$ cat config.mk
export PLATFORM = sky130hd
export DESIGN_NAME = tx_timer
export DESIGN_NICKNAME = d
export VERILOG_FILES = /design/src/rtl/tx_timer.sv
export SDC_FILE = /design/constraint.sdc
export NUM_CORES = 1
export LEC_CHECK = 0
export BUFFER_PORTS_ARGS = -buffer_cell sky130_fd_sc_hd__buf_4
export CORE_MARGIN = 2
export CORE_UTILIZATION = 53
export DETAILED_ROUTE_END_ITERATION = 12
export GPL_TIMING_DRIVEN = 1
export PLACE_DENSITY = 0.77
export RECOVER_POWER = 50
export SLEW_MARGIN = 20
export SYNTH_ARGS = -nofsm -noshare
export SYNTH_HDL_FRONTEND = slang
export SYNTH_SLANG_ARGS = --single-unit
$ cat constraint.sdc
create_clock -name clk -period 2.44 [get_ports clk]
set_input_delay 0 -clock clk [delete_from_list [all_inputs] [get_ports clk]]
set_output_delay 0 -clock clk [all_outputs]
set_load 0.02 [all_outputs]
$ cat src/rtl/tx_timer.sv
// Transmit-side I2C slave bit sequencer: shifts a byte onto SDA MSB first,
// then releases SDA for the master's ACK/NACK bit and reports the outcome.
module tx_timer #(
    parameter int BYTE_BITS = 8
) (
    input  logic                 clk,
    input  logic                 n_rst,
    input  logic                 rising_edge_found,
    input  logic                 falling_edge_found,
    input  logic                 start_found,
    input  logic                 stop_found,
    input  logic                 sda_in,
    input  logic                 tx_start,
    input  logic [BYTE_BITS-1:0] tx_data,
    output logic                 sda_out,
    output logic                 busy,
    output logic                 tx_done,
    output logic                 ack_received,
    output logic                 nack_received
);

    localparam int CW = $clog2(BYTE_BITS + 1);
    localparam logic [CW-1:0] LAST_BIT = CW'(BYTE_BITS);

    typedef enum logic [1:0] {
        IDLE,
        DRIVE,
        RELEASE,
        SAMPLED
    } state_t;

    state_t               state;
    state_t               state_next;
    logic [CW-1:0]        bit_cnt;
    logic [CW-1:0]        bit_cnt_next;
    logic [BYTE_BITS-1:0] shift_reg;
    logic [BYTE_BITS-1:0] shift_next;
    logic                 ack_bit;
    logic                 ack_bit_next;
    logic                 sda_next;
    logic                 done_next;
    logic                 ack_next;
    logic                 nack_next;
    logic                 abort;
    logic                 rise;
    logic                 fall;

    // A bus START/STOP overrides everything; a rising edge masks a
    // simultaneous (illegal) falling edge.
    assign abort = start_found | stop_found;
    assign rise  = rising_edge_found;
    assign fall  = falling_edge_found & ~rising_edge_found;

    assign busy = (state != IDLE);

    always_ff @(posedge clk or negedge n_rst) begin
        if (!n_rst) begin
            state <= IDLE;
        end else begin
            state <= state_next;
        end
    end

    always_comb begin
        state_next = state;
        if (abort) begin
            state_next = IDLE;
        end else begin
            case (state)
                IDLE:    if (tx_start) state_next = DRIVE;
                DRIVE:   if (fall && bit_cnt == LAST_BIT) state_next = RELEASE;
                RELEASE: if (rise) state_next = SAMPLED;
                SAMPLED: if (fall) state_next = IDLE;
                default: state_next = IDLE;
            endcase
        end
    end

    // Next values of the registered line driver, counters and pulses.
    always_comb begin
        sda_next     = sda_out;
        bit_cnt_next = bit_cnt;
        shift_next   = shift_reg;
        ack_bit_next = ack_bit;
        done_next    = 1'b0;
        ack_next     = 1'b0;
        nack_next    = 1'b0;
        if (abort) begin
            sda_next     = 1'b1;
            bit_cnt_next = '0;
        end else begin
            case (state)
                IDLE: begin
                    if (tx_start) begin
                        shift_next   = tx_data;
                        bit_cnt_next = '0;
                        sda_next     = tx_data[BYTE_BITS-1];
                    end
                end
                DRIVE: begin
                    if (rise) begin
                        if (bit_cnt != LAST_BIT) begin
                            bit_cnt_next = bit_cnt + CW'(1);
                        end
                    end else if (fall) begin
                        if (bit_cnt == LAST_BIT) begin
                            sda_next = 1'b1;
                        end else begin
                            shift_next = {shift_reg[BYTE_BITS-2:0], 1'b0};
                            sda_next   = shift_reg[BYTE_BITS-2];
                        end
                    end
                end
                RELEASE: begin
                    sda_next = 1'b1;
                    if (rise) begin
                        ack_bit_next = sda_in;
                    end
                end
                SAMPLED: begin
                    sda_next = 1'b1;
                    if (fall) begin
                        done_next    = 1'b1;
                        ack_next     = ~ack_bit;
                        nack_next    = ack_bit;
                        bit_cnt_next = '0;
                    end
                end
                default: begin
                    sda_next     = 1'b1;
                    bit_cnt_next = '0;
                end
            endcase
        end
    end

    always_ff @(posedge clk or negedge n_rst) begin
        if (!n_rst) begin
            sda_out       <= 1'b1;
            bit_cnt       <= '0;
            shift_reg     <= '0;
            ack_bit       <= 1'b1;
            tx_done       <= 1'b0;
            ack_received  <= 1'b0;
            nack_received <= 1'b0;
        end else begin
            sda_out       <= sda_next;
            bit_cnt       <= bit_cnt_next;
            shift_reg     <= shift_next;
            ack_bit       <= ack_bit_next;
            tx_done       <= done_next;
            ack_received  <= ack_next;
            nack_received <= nack_next;
        end
    end

endmodule

# Word-level counts from Yosys, hierarchy flattened
# Cells that the tools add are included.
# Widths: inputs -> output; s select.
[totals]
output_inout_bits = 5
in_bits = 16
register_bits = 18
elab_cells = 74
[classes]
n_reduce_logical = 11
add_sub_neg = 1
muxes = 32
eq_ne = 17
bitwise = 5
[ops]
columns = ["op", "count"]
rows = [
  ["$mux 7", 4],
  ["$ne 3x3->1 const B", 8],
  ["$mux 4", 5],
  ["$mux 1", 14],
  ["$pmux 7 s2", 1],
  ["$pmux 4 s3", 1],
  ["$mux 2", 5],
  ["$ne 2x2->1 const B", 4],
  ["$pmux 2 s4", 1],
  ["$reduce_and 3->1", 2],
  ["$reduce_and 6->1", 1],
  ["$reduce_and 5->1", 1],
  ["$add 4x1->4 const B", 1],
  ["$eq 2x2->1 const B", 2],
  ["$eq 4x4->1 const B", 1],
  ["$ne 4x4->1 const B", 1],
  ["$reduce_and 4->1", 1],
  ["$reduce_bool 2->1", 2],
  ["$reduce_bool 4->1", 1],
  ["$not 1->1", 3],
  ["$pmux 1 s3", 1],
  ["$eq 2x1->1 const B", 1],
  ["$logic_not 2->1", 1],
  ["$reduce_or 2->1", 1],
  ["other kinds (3)", 3],
]

# Logic depth before layout (Yosys ltp)
[logic_depth]
word_depth = 6
mapped_depth = 8
depth_no_buf = 6

# Worst setup path after synthesis
# No wires, ideal clock.
[synth_timing]
path_type = "register to register"
from = "register state[1]"
to = "register shift_reg[1]"
slack_ns = 0.651
setup_ns = 0.125
arrival_time_ns = 1.663
stages_incl_launch_ff = 9
path_buffers = 2
cell_sequence = "dfrtp_1 > inv_1 > ha_1 > buf_2 > nor2b_1 > a31oi_1 > or3_1 > buf_6 > mux2_4"
[synth_via]
elab_chain_cells = 3
elab_cells_between_ends = 9
cone_classes = "eq/ne: 5; mux: 1; reduce/logical: 3"
[synth_rtl]
columns = ["element", "line_no", "text"]
rows = [
  ["start: declaration", "32", "state_t state;"],
  ["start signal: assignment", "60", "state <= state_next;"],
  ["$eq 2x1->1 / $logic_not 2->1 (equally long branches)", "92", "case (state)"],
  ["$ne 2x2->1 (no line) / $reduce_bool 2->1 (equally long branches)", "-", ""],
  ["$reduce_and 6->1 (no line)", "-", ""],
  ["end signal: assignment", "149", "shift_reg <= shift_next;"],
  ["end: declaration", "36", "logic [BYTE_BITS-1:0] shift_reg;"],
]
# Several ways; a longest one is shown, not always the timed one.
# A chain may end at the register's enable or synchronous reset.

# Worst setup path in the final report
[layout_timing]
from = "register state[0]"
to = "register shift_reg[3]"
# Same word-level chain as after synthesis.

==> flow_summary.ini <==
[layout]
final_cell_mix = 18 x buf_4, 16 x dfrtp_1, 7 x inv_1, 7 x mux2_2
fin_nets = 146
final_common_cell = buf_4
drive_gt1_share_pct = 33.3
largest_register_ffs = 7
antennaDiodeCount = 0
synthToLayoutAreaGrowth_pct = 19.5

[floorplanning]
ioPinCount = 21
fp.dieW_um = 49.2
die-area_um2 = 2420
num_rows = 16
dieHeight_um = 49.2
initial_core_util_pct = 55.8
core-area_um2 = 1940

[critical_path]
path_cells = inv_1, ha_1, nor2b_1, a31oi_1, or3_1, mux2_4
required_ns = 2.62
critPathLaunchType = flop
endpoint_kind = flop
cp.depth = 6
r2r_start = state[0]
rr_endpoint = shift_reg[3]
crit_start = state[0]
path_max_fanout = 8
max_stage_delay_ns = 0.51
reg2reg_depth = 6
crit_family = simple AND/OR/NAND/NOR gates
critPathArrivalTime_ns = 2.26
crit_type = reg -> reg
cp-endpoint = shift_reg[3]
critPathBufInv = 1
cpMaxStageDelayCell = or3_1
reg2reg_slack_ns = 0.36

[power]
ir_drop_uv = 403
power.density_nw_per_um2 = 560
p_leak_nw = 0.620

[global_routing]
overflow = 0
antenna_found_initial = 0
grt_first_pass_wirelength_um = 3660
track_usage_pct = 19.6
grt_pass1_vias = 823
grt_max_degree = 19

[routing]
drt-pass1-iter-count = 4
wl_per_cell_um = 14.2
vias_per_cell = 5.45
post-route-drc-count = 0
wirelength_um = 2130
postRouteAntennaNets = 0
drt_iter0_drc = 11
num_vias = 818

[synth]
avgSynthCellArea_um2 = 10.8
ys_async_sr_fraction_pct = 100
synth_seq_cells = 18
synth_fp_nets = 122
synth_area_um2 = 1080
yosys_warnings = 0
yosysUniqueCellTypes = 37
netlist_instances = 100
ys.flop_type = dfrtp_1
synth_edf_count = 0
yosysSeqAreaShare_pct = 41.8

[cts]
insertion_delay_ns = 0.29
clockRootBuffer = clkbuf_4
clk_path_buf_depth = 2
cts_setup_buffers = 0
cts_tree = built
clock_sinks = 18
h-tree-depth = 1
clk_pin_slew_ns = 0.10
cts_buffers = 3

[sta]
final.setup.tns_ns = 0
period_share_pct = 85.2
setup_viol = 0
skew_ns = 0.00241
timing.final.max_slew_violations = 0
worst_slack_ns = 0.360
rsz0062_at_grt = false
finalHoldViolations = 0
max_freq_ghz = 0.481
relSlewSlack_pct = 37.8
fin_crit_ns = 2.08
worst_pin_slew_ns = 0.933

[hold_path]
hold_class = in -> reg

[placed_design]
dp_slack_ns = 0.400
routabilityCongestion = 0.812
io_buffers = 20
hpwl_um = 1580

[job]
cap_violations = 0

[outcome]
status = finished clean
synthesized netlist by cell type, types with 2 or more instances:
master | instances | share of area (%)
dfrtp_1 | 16 | 37
a21oi_1 | 3 | 1.4
nor2b_1 | 5 | 2.9
a211oi_1 | 2 | 1.4
o21ai_0 | 2 | 0.92
nand2_1 | 3 | 1.0
a31oi_1 | 4 | 2.3
ha_1 | 6 | 6.9
inv_1 | 7 | 2.4
dfstp_2 | 2 | 4.8
and2_1 | 2 | 1.2
or3_1 | 2 | 1.2
and3_1 | 4 | 2.3
nand3_1 | 2 | 0.92
mux2_2 | 7 | 7.3
mux2_4 | 6 | 8.3
nand2b_1 | 2 | 1.2
nor2_1 | 6 | 2.1
stage by stage:
stage	std cells	cell area [um2]	util [%]	power (W)	hold slack, ns
detailed placement	144	1250	64.4	0.000543	-0.121
floorplan	100	1080	-	0.000488	-0.296
CTS	150	1310	67.3	0.000729	0.0603
global route	150	1290	66.7	0.000763	0.0527
finish	150	1290	66.7	0.000725	0.0641
global placement	144	1250	64.4	0.000537	-0.122
cell families after synthesis:
family / Yosys count / share of synthesized area, %
DFF: 18 / 41.8
AOI/OAI and AO/OA: 19 / 13.3
buffers and inverters: 11 / 4.73
and+or+nand+nor: 33 / 17.7
muxes: 13 / 15.6
adders and majority gates: 6 / 6.93
worst min-delay path by stage:
stage	from	end	slack, ns	depth (start not counted)
2_1_floorplan	n_rst	ack_received	-0.30	0
3_3_place_gp	n_rst	nack_received	-0.12	1
3_5_place_dp	n_rst	nack_received	-0.12	1
4_1_cts	tx_data[2]	shift_reg[2]	0.06	3
5_1_grt	tx_data[2]	shift_reg[2]	0.05	3
6_report	tx_data[2]	shift_reg[2]	0.06	3
area by class of cell:
class	instances	area [um2]
inverter	7	26.3
multi-input combinational	71	579
sequential	18	453
tap	27	33.8
fill	168	647
timing repair buffer	23	166
clock buffer	4	36.3
tightest hold or removal path: stages:
cell and delay [ns]:
buf_4 0.08, mux2_2 0.13, mux2_4 0.13
timing repair:
item | CTS | global route
endpoints found under the hold margin | 19 | 0
hold buffers | 2 | 0
gates resized for setup | 0 | 0
power breakdown:
part | total [W] | internal, W | switching [W]
combinational | 0.000170 | 0.000103 | 0.0000668
clock | 0.000184 | 0.0000909 | 0.0000932
sequential | 0.000371 | 0.000343 | 0.0000284
layer usage:
layer,share of wire [%],global-route usage (%),wire length (um),vias up
li1,-,-,-,405
met1,48,26.3,1030,390
met2,47,33.6,999,21
met3,3.9,1.84,84,2
met4,0.75,5.24,16,0
met5,0,0,0,-
No activity file was read; power rests on OpenSTA's default activity.
